### config.mk
export PLATFORM = sky130hd
export DESIGN_NAME = csr_regfile
export DESIGN_NICKNAME = d
export VERILOG_FILES = /design/src/rtl/csr_defs.sv /design/src/rtl/csr_timer.sv /design/src/rtl/csr_regfile.sv
export SDC_FILE = /design/constraint.sdc
export NUM_CORES = 1
export LEC_CHECK = 0
export BUFFER_PORTS_ARGS = -buffer_cell sky130_fd_sc_hd__buf_2
export CORE_MARGIN = 10
export CORE_UTILIZATION = 59
export CTS_CLUSTER_SIZE = 25
export DETAILED_ROUTE_END_ITERATION = 16
export MAX_ROUTING_LAYER = met4
export PLACE_DENSITY = 0.85
export SYNTH_ARGS = -nofsm -noshare
export SYNTH_HDL_FRONTEND = slang
export SYNTH_HIERARCHICAL = 1
export SYNTH_SLANG_ARGS = --single-unit
### constraint.sdc
create_clock -name clk -period 4.2 [get_ports clk]
set_input_delay 1.05 -clock clk [delete_from_list [all_inputs] [get_ports clk]]
set_output_delay 1.05 -clock clk [all_outputs]
set_load 0.01 [all_outputs]
### src/rtl/csr_defs.sv
//------------------------------------------------------------------------------
// Module      : csr_defs (package)
// Description : CSR numbers, exception codes and field positions shared by the
//               CSR register file and its timer.
// Revision    : 1.0 - initial release
//------------------------------------------------------------------------------
`default_nettype none

package csr_defs;

  // CSR numbers
  localparam logic [13:0] CSR_CRMD      = 14'h000;
  localparam logic [13:0] CSR_PRMD      = 14'h001;
  localparam logic [13:0] CSR_ECFG      = 14'h004;
  localparam logic [13:0] CSR_ESTAT     = 14'h005;
  localparam logic [13:0] CSR_ERA       = 14'h006;
  localparam logic [13:0] CSR_BADV      = 14'h007;
  localparam logic [13:0] CSR_EENTRY    = 14'h00C;
  localparam logic [13:0] CSR_SAVE0     = 14'h030;
  localparam logic [13:0] CSR_SAVE1     = 14'h031;
  localparam logic [13:0] CSR_SAVE2     = 14'h032;
  localparam logic [13:0] CSR_SAVE3     = 14'h033;
  localparam logic [13:0] CSR_TID       = 14'h040;
  localparam logic [13:0] CSR_TCFG      = 14'h041;
  localparam logic [13:0] CSR_TVAL      = 14'h042;
  localparam logic [13:0] CSR_TICLR     = 14'h044;
  localparam logic [13:0] CSR_TLBRENTRY = 14'h088;

  // Exception codes, same encodings as the WB stage
  localparam logic [5:0] ECODE_PIL  = 6'h01;
  localparam logic [5:0] ECODE_PIS  = 6'h02;
  localparam logic [5:0] ECODE_PIF  = 6'h03;
  localparam logic [5:0] ECODE_PME  = 6'h04;
  localparam logic [5:0] ECODE_PPI  = 6'h07;
  localparam logic [5:0] ECODE_ADE  = 6'h08;
  localparam logic [5:0] ECODE_ALE  = 6'h09;
  localparam logic [5:0] ECODE_SYS  = 6'h0B;
  localparam logic [5:0] ECODE_TLBR = 6'h3F;

  localparam logic [8:0] ESUBCODE_ADEF = 9'h000;
  localparam logic [8:0] ESUBCODE_ADEM = 9'h001;

  // Field positions
  localparam int CRMD_IE       = 2;
  localparam int CRMD_DA       = 3;
  localparam int CRMD_PG       = 4;
  localparam int PRMD_PIE      = 2;
  localparam int TCFG_EN       = 0;
  localparam int TCFG_PERIODIC = 1;
  localparam int IS_TIMER      = 11;
  localparam int IS_IPI        = 12;

  // Software-writable bits of each CSR
  localparam logic [31:0] CRMD_WMASK  = 32'h0000_01FF;
  localparam logic [31:0] PRMD_WMASK  = 32'h0000_0007;
  localparam logic [31:0] ECFG_WMASK  = 32'h0000_1BFF;
  localparam logic [31:0] ESTAT_WMASK = 32'h0000_0003;
  localparam logic [31:0] ENTRY_WMASK = 32'hFFFF_FFC0;

  localparam logic [31:0] CRMD_RESET  = 32'h0000_0008;

  // Masked field update used by every software write
  function automatic logic [31:0] csr_merge(input logic [31:0] old_val,
                                            input logic [31:0] wmask,
                                            input logic [31:0] wvalue);
    return (wmask & wvalue) | (~wmask & old_val);
  endfunction

  // Exceptions that record the faulting data address in BADV
  function automatic logic badv_takes_addr(input logic [5:0] ecode,
                                           input logic [8:0] esubcode);
    return (ecode == ECODE_TLBR) || (ecode == ECODE_PIL) || (ecode == ECODE_PIS) ||
           (ecode == ECODE_PIF)  || (ecode == ECODE_PME) || (ecode == ECODE_PPI) ||
           (ecode == ECODE_ALE)  ||
           ((ecode == ECODE_ADE) && (esubcode == ESUBCODE_ADEM));
  endfunction

endpackage

`default_nettype wire

### src/rtl/csr_timer.sv
//------------------------------------------------------------------------------
// Module      : csr_timer
// Description : TCFG/TVAL stable timer: loads on enable, counts down, reloads
//               in periodic mode and freezes at all-ones in one-shot mode.
// Revision    : 1.0 - initial release
//------------------------------------------------------------------------------
`default_nettype none

module csr_timer
  import csr_defs::*;
(
  input  logic        clk,
  input  logic        resetn,
  input  logic        tcfg_we,
  input  logic [31:0] tcfg_wmask,
  input  logic [31:0] tcfg_wvalue,
  output logic [31:0] tcfg,
  output logic [31:0] tval,
  output logic        expire
);

  logic [31:0] tcfg_q, tcfg_d;
  logic [31:0] tval_q, tval_d;
  logic [31:0] w_tcfg_new;

  // Next TCFG/TVAL: a write that leaves the timer enabled restarts it outright
  always_comb begin
    w_tcfg_new = csr_merge(tcfg_q, tcfg_wmask, tcfg_wvalue);
    tcfg_d     = tcfg_we ? w_tcfg_new : tcfg_q;
    tval_d     = tval_q;
    if (tcfg_we && w_tcfg_new[TCFG_EN]) begin
      tval_d = {w_tcfg_new[31:2], 2'b00};
    end else if (tcfg_q[TCFG_EN] && (tval_q != 32'hFFFF_FFFF)) begin
      if ((tval_q == 32'h0) && tcfg_q[TCFG_PERIODIC]) begin
        tval_d = {tcfg_q[31:2], 2'b00};
      end else begin
        // 0 wraps to all-ones, which then holds a one-shot timer
        tval_d = tval_q - 32'h1;
      end
    end
  end

  // Timer state registers
  always_ff @(posedge clk) begin
    if (!resetn) begin
      tcfg_q <= 32'h0;
      tval_q <= 32'hFFFF_FFFF;
    end else begin
      tcfg_q <= tcfg_d;
      tval_q <= tval_d;
    end
  end

  assign tcfg   = tcfg_q;
  assign tval   = tval_q;
  assign expire = tcfg_q[TCFG_EN] && (tval_q == 32'h0);

endmodule

`default_nettype wire

### src/rtl/csr_regfile.sv
//------------------------------------------------------------------------------
// Module      : csr_regfile
// Description : Control/status register file: software CSR access, exception
//               and ertn commit, interrupt status and stable timer.
// Revision    : 1.0 - initial release
//------------------------------------------------------------------------------
`default_nettype none

module csr_regfile
  import csr_defs::*;
#(
  parameter logic [31:0] COREID = 32'h0
)(
  input  logic        clk,
  input  logic        resetn,
  input  logic [13:0] rd_num,
  output logic [31:0] rd_value,
  input  logic        csr_we,
  input  logic [13:0] csr_num,
  input  logic [31:0] csr_wmask,
  input  logic [31:0] csr_wvalue,
  input  logic        wb_ex,
  input  logic [5:0]  wb_ecode,
  input  logic [8:0]  wb_esubcode,
  input  logic [31:0] wb_pc,
  input  logic [31:0] wb_badvaddr,
  input  logic        ertn_flush,
  input  logic [7:0]  hw_int_in,
  input  logic        ipi_int_in,
  output logic [31:0] ex_entry,
  output logic [31:0] ertn_entry,
  output logic        has_int,
  output logic [1:0]  crmd_plv,
  output logic [1:0]  crmd_da_pg
);

  logic [31:0] crmd_q, crmd_d;
  logic [31:0] prmd_q, prmd_d;
  logic [31:0] ecfg_q, ecfg_d;
  logic [31:0] estat_q, estat_d;
  logic [31:0] era_q, era_d;
  logic [31:0] badv_q, badv_d;
  logic [31:0] eentry_q, eentry_d;
  logic [31:0] tlbrentry_q, tlbrentry_d;
  logic [31:0] tid_q, tid_d;
  logic [31:0] save_q [4];
  logic [31:0] save_d [4];

  logic        w_sw_we;
  logic        w_ticlr;
  logic        w_timer_expire;
  logic [31:0] w_tcfg;
  logic [31:0] w_tval;

  csr_timer u_timer (
    .clk         (clk),
    .resetn      (resetn),
    .tcfg_we     (csr_we && (csr_num == CSR_TCFG)),
    .tcfg_wmask  (csr_wmask),
    .tcfg_wvalue (csr_wvalue),
    .tcfg        (w_tcfg),
    .tval        (w_tval),
    .expire      (w_timer_expire)
  );

  // Next-state for all CSRs: exception beats ertn beats software write
  always_comb begin
    w_sw_we     = csr_we && !wb_ex && !ertn_flush;
    w_ticlr     = csr_we && (csr_num == CSR_TICLR) && csr_wmask[0] && csr_wvalue[0];

    crmd_d      = crmd_q;
    prmd_d      = prmd_q;
    ecfg_d      = ecfg_q;
    estat_d     = estat_q;
    era_d       = era_q;
    badv_d      = badv_q;
    eentry_d    = eentry_q;
    tlbrentry_d = tlbrentry_q;
    tid_d       = tid_q;
    for (int i = 0; i < 4; i++) begin
      save_d[i] = save_q[i];
    end

    if (wb_ex) begin
      prmd_d[1:0]      = crmd_q[1:0];
      prmd_d[PRMD_PIE] = crmd_q[CRMD_IE];
      crmd_d[1:0]      = 2'b00;
      crmd_d[CRMD_IE]  = 1'b0;
      if (wb_ecode == ECODE_TLBR) begin
        crmd_d[CRMD_DA] = 1'b1;
        crmd_d[CRMD_PG] = 1'b0;
      end
      era_d           = wb_pc;
      estat_d[21:16]  = wb_ecode;
      estat_d[30:22]  = wb_esubcode;
      if (badv_takes_addr(wb_ecode, wb_esubcode)) begin
        badv_d = wb_badvaddr;
      end else if ((wb_ecode == ECODE_ADE) && (wb_esubcode == ESUBCODE_ADEF)) begin
        badv_d = wb_pc;
      end
    end else if (ertn_flush) begin
      crmd_d[1:0]     = prmd_q[1:0];
      crmd_d[CRMD_IE] = prmd_q[PRMD_PIE];
      if (estat_q[21:16] == ECODE_TLBR) begin
        crmd_d[CRMD_DA] = 1'b0;
        crmd_d[CRMD_PG] = 1'b1;
      end
    end else if (w_sw_we) begin
      case (csr_num)
        CSR_CRMD:  crmd_d  = csr_merge(crmd_q,  csr_wmask & CRMD_WMASK,  csr_wvalue);
        CSR_PRMD:  prmd_d  = csr_merge(prmd_q,  csr_wmask & PRMD_WMASK,  csr_wvalue);
        CSR_ESTAT: estat_d = csr_merge(estat_q, csr_wmask & ESTAT_WMASK, csr_wvalue);
        CSR_ERA:   era_d   = csr_merge(era_q,   csr_wmask, csr_wvalue);
        CSR_BADV:  badv_d  = csr_merge(badv_q,  csr_wmask, csr_wvalue);
        default: ;
      endcase
    end

    // CSRs not touched by commits take software writes unconditionally
    if (csr_we) begin
      case (csr_num)
        CSR_ECFG:      ecfg_d      = csr_merge(ecfg_q, csr_wmask & ECFG_WMASK, csr_wvalue);
        CSR_EENTRY:    eentry_d    = csr_merge(eentry_q, csr_wmask & ENTRY_WMASK, csr_wvalue);
        CSR_TLBRENTRY: tlbrentry_d = csr_merge(tlbrentry_q, csr_wmask & ENTRY_WMASK, csr_wvalue);
        CSR_TID:       tid_d       = csr_merge(tid_q, csr_wmask, csr_wvalue);
        CSR_SAVE0:     save_d[0]   = csr_merge(save_q[0], csr_wmask, csr_wvalue);
        CSR_SAVE1:     save_d[1]   = csr_merge(save_q[1], csr_wmask, csr_wvalue);
        CSR_SAVE2:     save_d[2]   = csr_merge(save_q[2], csr_wmask, csr_wvalue);
        CSR_SAVE3:     save_d[3]   = csr_merge(save_q[3], csr_wmask, csr_wvalue);
        default: ;
      endcase
    end

    // Interrupt lines are resampled every cycle; timer set wins over clear
    estat_d[9:2]   = hw_int_in;
    estat_d[IS_IPI] = ipi_int_in;
    if (w_ticlr) begin
      estat_d[IS_TIMER] = 1'b0;
    end
    if (w_timer_expire) begin
      estat_d[IS_TIMER] = 1'b1;
    end
  end

  // CSR state registers
  always_ff @(posedge clk) begin
    if (!resetn) begin
      crmd_q      <= CRMD_RESET;
      prmd_q      <= 32'h0;
      ecfg_q      <= 32'h0;
      estat_q     <= 32'h0;
      era_q       <= 32'h0;
      badv_q      <= 32'h0;
      eentry_q    <= 32'h0;
      tlbrentry_q <= 32'h0;
      tid_q       <= COREID;
      for (int i = 0; i < 4; i++) begin
        save_q[i] <= 32'h0;
      end
    end else begin
      crmd_q      <= crmd_d;
      prmd_q      <= prmd_d;
      ecfg_q      <= ecfg_d;
      estat_q     <= estat_d;
      era_q       <= era_d;
      badv_q      <= badv_d;
      eentry_q    <= eentry_d;
      tlbrentry_q <= tlbrentry_d;
      tid_q       <= tid_d;
      for (int i = 0; i < 4; i++) begin
        save_q[i] <= save_d[i];
      end
    end
  end

  // Combinational read port; unimplemented numbers and TICLR read as zero
  always_comb begin
    rd_value = 32'h0;
    case (rd_num)
      CSR_CRMD:      rd_value = crmd_q;
      CSR_PRMD:      rd_value = prmd_q;
      CSR_ECFG:      rd_value = ecfg_q;
      CSR_ESTAT:     rd_value = estat_q;
      CSR_ERA:       rd_value = era_q;
      CSR_BADV:      rd_value = badv_q;
      CSR_EENTRY:    rd_value = eentry_q;
      CSR_SAVE0:     rd_value = save_q[0];
      CSR_SAVE1:     rd_value = save_q[1];
      CSR_SAVE2:     rd_value = save_q[2];
      CSR_SAVE3:     rd_value = save_q[3];
      CSR_TID:       rd_value = tid_q;
      CSR_TCFG:      rd_value = w_tcfg;
      CSR_TVAL:      rd_value = w_tval;
      CSR_TLBRENTRY: rd_value = tlbrentry_q;
      default:       rd_value = 32'h0;
    endcase
  end

  assign ex_entry   = (wb_ecode == ECODE_TLBR) ? tlbrentry_q : eentry_q;
  assign ertn_entry = era_q;
  assign has_int    = crmd_q[CRMD_IE] && (|(estat_q[12:0] & ecfg_q[12:0]));
  assign crmd_plv   = crmd_q[1:0];
  assign crmd_da_pg = {crmd_q[CRMD_DA], crmd_q[CRMD_PG]};

endmodule

`default_nettype wire

# Yosys cells after proc, flatten, opt, wreduce, memory -nomap -nowiden
# Memories as Yosys holds them, arrays and structs flattened.
# Cells that the tools add are included.
# totals
register_bits	352
ram_bits	128
input_bits	185
output_inout_bits	101
wordCells	209
mem_count	1
# op_classes
add_sub_neg	1
n_eq_ne	45
muxes	43
bitwise	48
n_reduce_logical	54
# memory_table
name	words	word_bits	read_ports	rd_ports_with_merged_regs	wr	line	source
save_q	4	32	4	0	4	csr_regfile.sv:46	logic [31:0] save_q [4];
# op_table
operator	count
$mux W32	22
$and A32 B32 Y32	16
$pmux W32 S15	1
$or A32 B32 Y32	14
$mux W128	1
$eq A14 B3 Y1 const B	8
$eq A14 B6 Y1 const B	8
$mux W31	3
$eq A14 B7 Y1 const B	6
$not A32 Y32	2
$and A13 B32 Y32	1
$and A2 B32 Y32	1
$and A3 B32 Y32	1
$and A9 B32 Y32	1
$logic_not A32 Y1	1
$ne A32 B32 Y1 const B	1
$not A13 Y32	1
$not A2 Y32	1
$not A3 Y32	1
$not A9 Y32	1
$sub A32 B1 Y32 const B	1
$eq A14 B1 Y1 const B	2
$eq A14 B4 Y1 const B	2
$eq A14 B8 Y1 const B	2
other kinds (31)	93

# Longest topological paths before layout
# logic_depth
word_depth	10
ltp_mapped	11

# Hierarchy
# Netlist, hierarchy kept.
# by_module_without_submodules
module	n_inst	cells_each	area_per_inst_um2
csr_regfile	1	2282	18283.8
csr_timer	1	504	3936.3

# Least setup slack after synthesis
# OpenSTA, ideal clock, no wires.
# synth_timing
path_kind	input to output
startpoint	in rd_num[0]
endpoint	out rd_value[20]
t_arrival_ps	2932
slack_ps	218
cell_stages	6
cell_sequence	clkbuf_1 or4b_2 nor4_2 clkbuf_1 a22oi_1 nand4_1
# synth_between
elab_chain_len	2
# synth_lines
element	line	source
start, declared	csr_regfile.sv:16	input logic [13:0] rd_num,
$eq A14 B8 Y1, or another cell as far along	csr_regfile.sv:179	case (rd_num)
$pmux W32 S15 (*)	csr_regfile.sv:179	
end, declared	csr_regfile.sv:17	output logic [31:0] rd_value,
# Mark *: on every way between the ends. The rest lies on a longest branch, timed or not.

# Worst setup path after layout
# layout_timing
startpoint	in rd_num[9]
endpoint	out rd_value[21]
# The elaborated chain is that of the path after synthesis.

==> results.yml <==
critical_path:
  worstPathMaxFanout: 16
  cp.required_ns: 3.15
  r2r_setup_slack_ns: 1.14
  start_kind: "input pin"
  critical_path_class: "input pin to output port"
  crit_path_max_incr_delay_ns: 0.39
  crit_chain: "buf_2 -> nor4_4 -> buf_4 -> nand2_1 -> nor4_2 -> buf_4 -> a22oi_1 -> nand3_1 -> buf_2"
  critical_path.slowest_cell: "nor4_4"
  cp-end-kind: "output port"
  critPathArrivalTime_ns: 3.16
floorplan:
  start_util_pct: 59.41
  die_w_microns: 214.1
  die_h_microns: 214.1
  rows: 71
  ios: 286
  dieArea_sq_um: 45820
  core_area_sq_um: 37400
place:
  routabilityCongestion: 1.050
  io_buffers: 279
  dp_slack_ns: -0.04925
  dpl.hpwl_microns: 66100
  dp.cells: 3420
clock_tree:
  cts_tree: "yes"
  clock_sinks: 391
  clockBufferDepth: 3
  cts_root_buf: "clkbuf_16"
  clkSlewWorstSetupHoldPaths_ns: 0.06
  h-tree-depth: 2
  clk_latency_ns: 0.61
  cts_buffers: 43
logic_synthesis:
  yosysSeqAreaShare_pct: 35.23
  synth_cell_type_count: 78
  syn_avg_cell_area_sq_um: 7.976
  ys_async_sr_fraction_pct: 0
  synth.cell_area_sq_um: 22220
  synth_edf_count: 0
  netlist_instances: 2786
  synth_seq_cells: 391
  ys_warn_count: 6
  synth_flop_cell: "dfxtp_1"
route:
  highest_layer: "met4"
  ant_nets: 0
  met3WireLength_microns: 14950
  drtIter0Drc: 4338
  wl_microns: 98780
  vias: 25250
  drt-met1-wl_microns: 37220
  wl_met2_microns: 41290
  wl_per_cell_microns: 28.13
  first_pass_iters: 7
  drc_errors: 0
  via_per_inst: 7.190
cells_and_area:
  mostFrequentLayoutCell: "dfxtp_1"
  drive_gt1_share_pct: 20.16
  final_nets: 3146
  multi_input_area_sq_um: 13240
  fillers: 2992
  final_cell_count_no_fill: 3511
  syn_to_final_growth_pct: 17.34
  layout_common_cells: "391 x dfxtp_1, 302 x nand3_1, 291 x nand2_1"
  post-route-util_pct: 69.72
  regArea_sq_um: 7828
pwr:
  leakagePower_nw: 10.72
  power.internal_mw: 6.207
  p_sw_share_pct: 27.46
  vdd_drop_max_v: 0.0003193
  power.net_switching_mw: 2.350
  p_comb_share_pct: 9.6
  power_density_nw_per_um2: 328.2
  seqPwrFrac_pct: 45.0
  p_clk_share_pct: 45.4
  totalPowerFinal_mw: 8.557
sta:
  setup_viol: 2
  fin_crit_sh_pct: 100.3
  hold_violations: 0
  max_freq_mhz: 237.4
  worst_slack_ns: -0.01299
  slew_headroom_pct: 15.62
  fin_skew_ns: 0.03328
  rsz0062_at_grt: "true"
  drv_slew: 0
  tightest_slew_ns: 1.266
  hold_ws_ns: 0.4532
  fin_crit_ns: 4.213
global_route:
  grt_max_degree: 81
  grt_pass1_vias: 23770
  grt_remaining_overflow: 0
  antenna_found_initial: 10
  grt_pass1_wl_microns: 146000
  grtUsageTotal_pct: 41.44
hold_path:
  hold_path.class: "flip-flop to flip-flop"
outcome:
  violations: "negative setup slack"
  outcome: "complete, but fails checks"
run:
  cap_violations: 0
## power by group through the flow
stage          clock network [mW]  registers, mW  logic (mW)
4_1_cts                      3.85           3.84       0.785
6_report                     3.89           3.85       0.821
3_3_place_gp                    0           3.92       0.756
5_1_grt                      3.99           3.85       0.857
2_1_floorplan                   0           3.90       0.426
3_5_place_dp                    0           3.93       0.780
## synthesized netlist by cell type, types with 17 or more instances
cell / count / share of area, %
a21oi_1: 162 / 3.6
a2111oi_2: 23 / 1.6
inv_1: 45 / 0.76
nand3_1: 302 / 6.8
clkbuf_1: 240 / 4.1
mux2_2: 37 / 1.9
nor3_1: 33 / 0.74
a22o_1: 31 / 1.2
mux2_1: 17 / 0.86
a221oi_1: 39 / 1.5
a222oi_1: 19 / 0.86
dfxtp_1: 391 / 35
nand4_1: 100 / 2.8
o221ai_1: 34 / 1.3
mux2i_1: 236 / 11
buf_2: 22 / 0.50
nor2_1: 293 / 4.9
o21ai_0: 95 / 2.1
a22oi_1: 78 / 2.6
a21boi_0: 35 / 1.2
nand2_1: 291 / 4.9
## worst paths after layout
path	start	end	depth (start not counted)
worst max-delay path	rd_num[9]	rd_value[21]	9
worst min-delay path	flip-flop	flip-flop	2
worst max register to register	u_timer/tval[5]$_SDFFE_PN1P_	u_timer/tval[31]$_SDFFE_PN1P_	6
worst min register to register	flip-flop	flip-flop	2
## metal layers
metal / global-route usage, % / up-vias
met3: 11.44 / 456
met5: - / -
met2: 58.47 / 2340
met1: 53.61 / 11900
met4: 20.40 / 0
li1: - / 10550
## cells by family after synthesis
logic type,after synthesis,synth area share (%)
AOI/OAI and AO/OA,609,19.51
xor gates and xnor gates,13,0.5124
adders and majority gates,2,0.1126
buffers and inverters,339,6.239
DFF,391,35.23
muxes,290,13.37
other,1,0.01688
and+or+nand+nor,1141,25.02
## layout make-up
type | instances | share of cell area [%]
multi-input combinational | 2061 | 50.78
inverter | 46 | 0.6814
timing repair buffer | 416 | 10.58
clock buffer | 56 | 4.664
clock inverter | 21 | 0.7390
antenna | 9 | 0.08638
sequential | 391 | 30.02
tap | 511 | 2.452
## repair_timing
item,4_1_cts,5_1_grt
hold endpoints to repair,0,0
gates resized for setup,2,10
gates cloned,0,2
setup endpoints to repair,11,27
pin swaps,1,3
hold buffers,0,0
setup buffers,1,2
## metrics by stage
step | cell area [sq um] | setup TNS, ns
finish | 26070 | -0.01368
floorplan | 22240 | 0
global placement | 24540 | -0.004355
detailed placement | 24540 | -0.2049
CTS | 25970 | 0
global route | 26070 | -0.1624
## critical path, delay by kind of cell
kind,cells,cell delay (ns)
AND/OR/NAND/NOR,4,1.01
buffers and inverters,4,0.90
AO/OA/AOI/OAI,1,0.20
No activity file was read; power rests on OpenSTA's default activity.
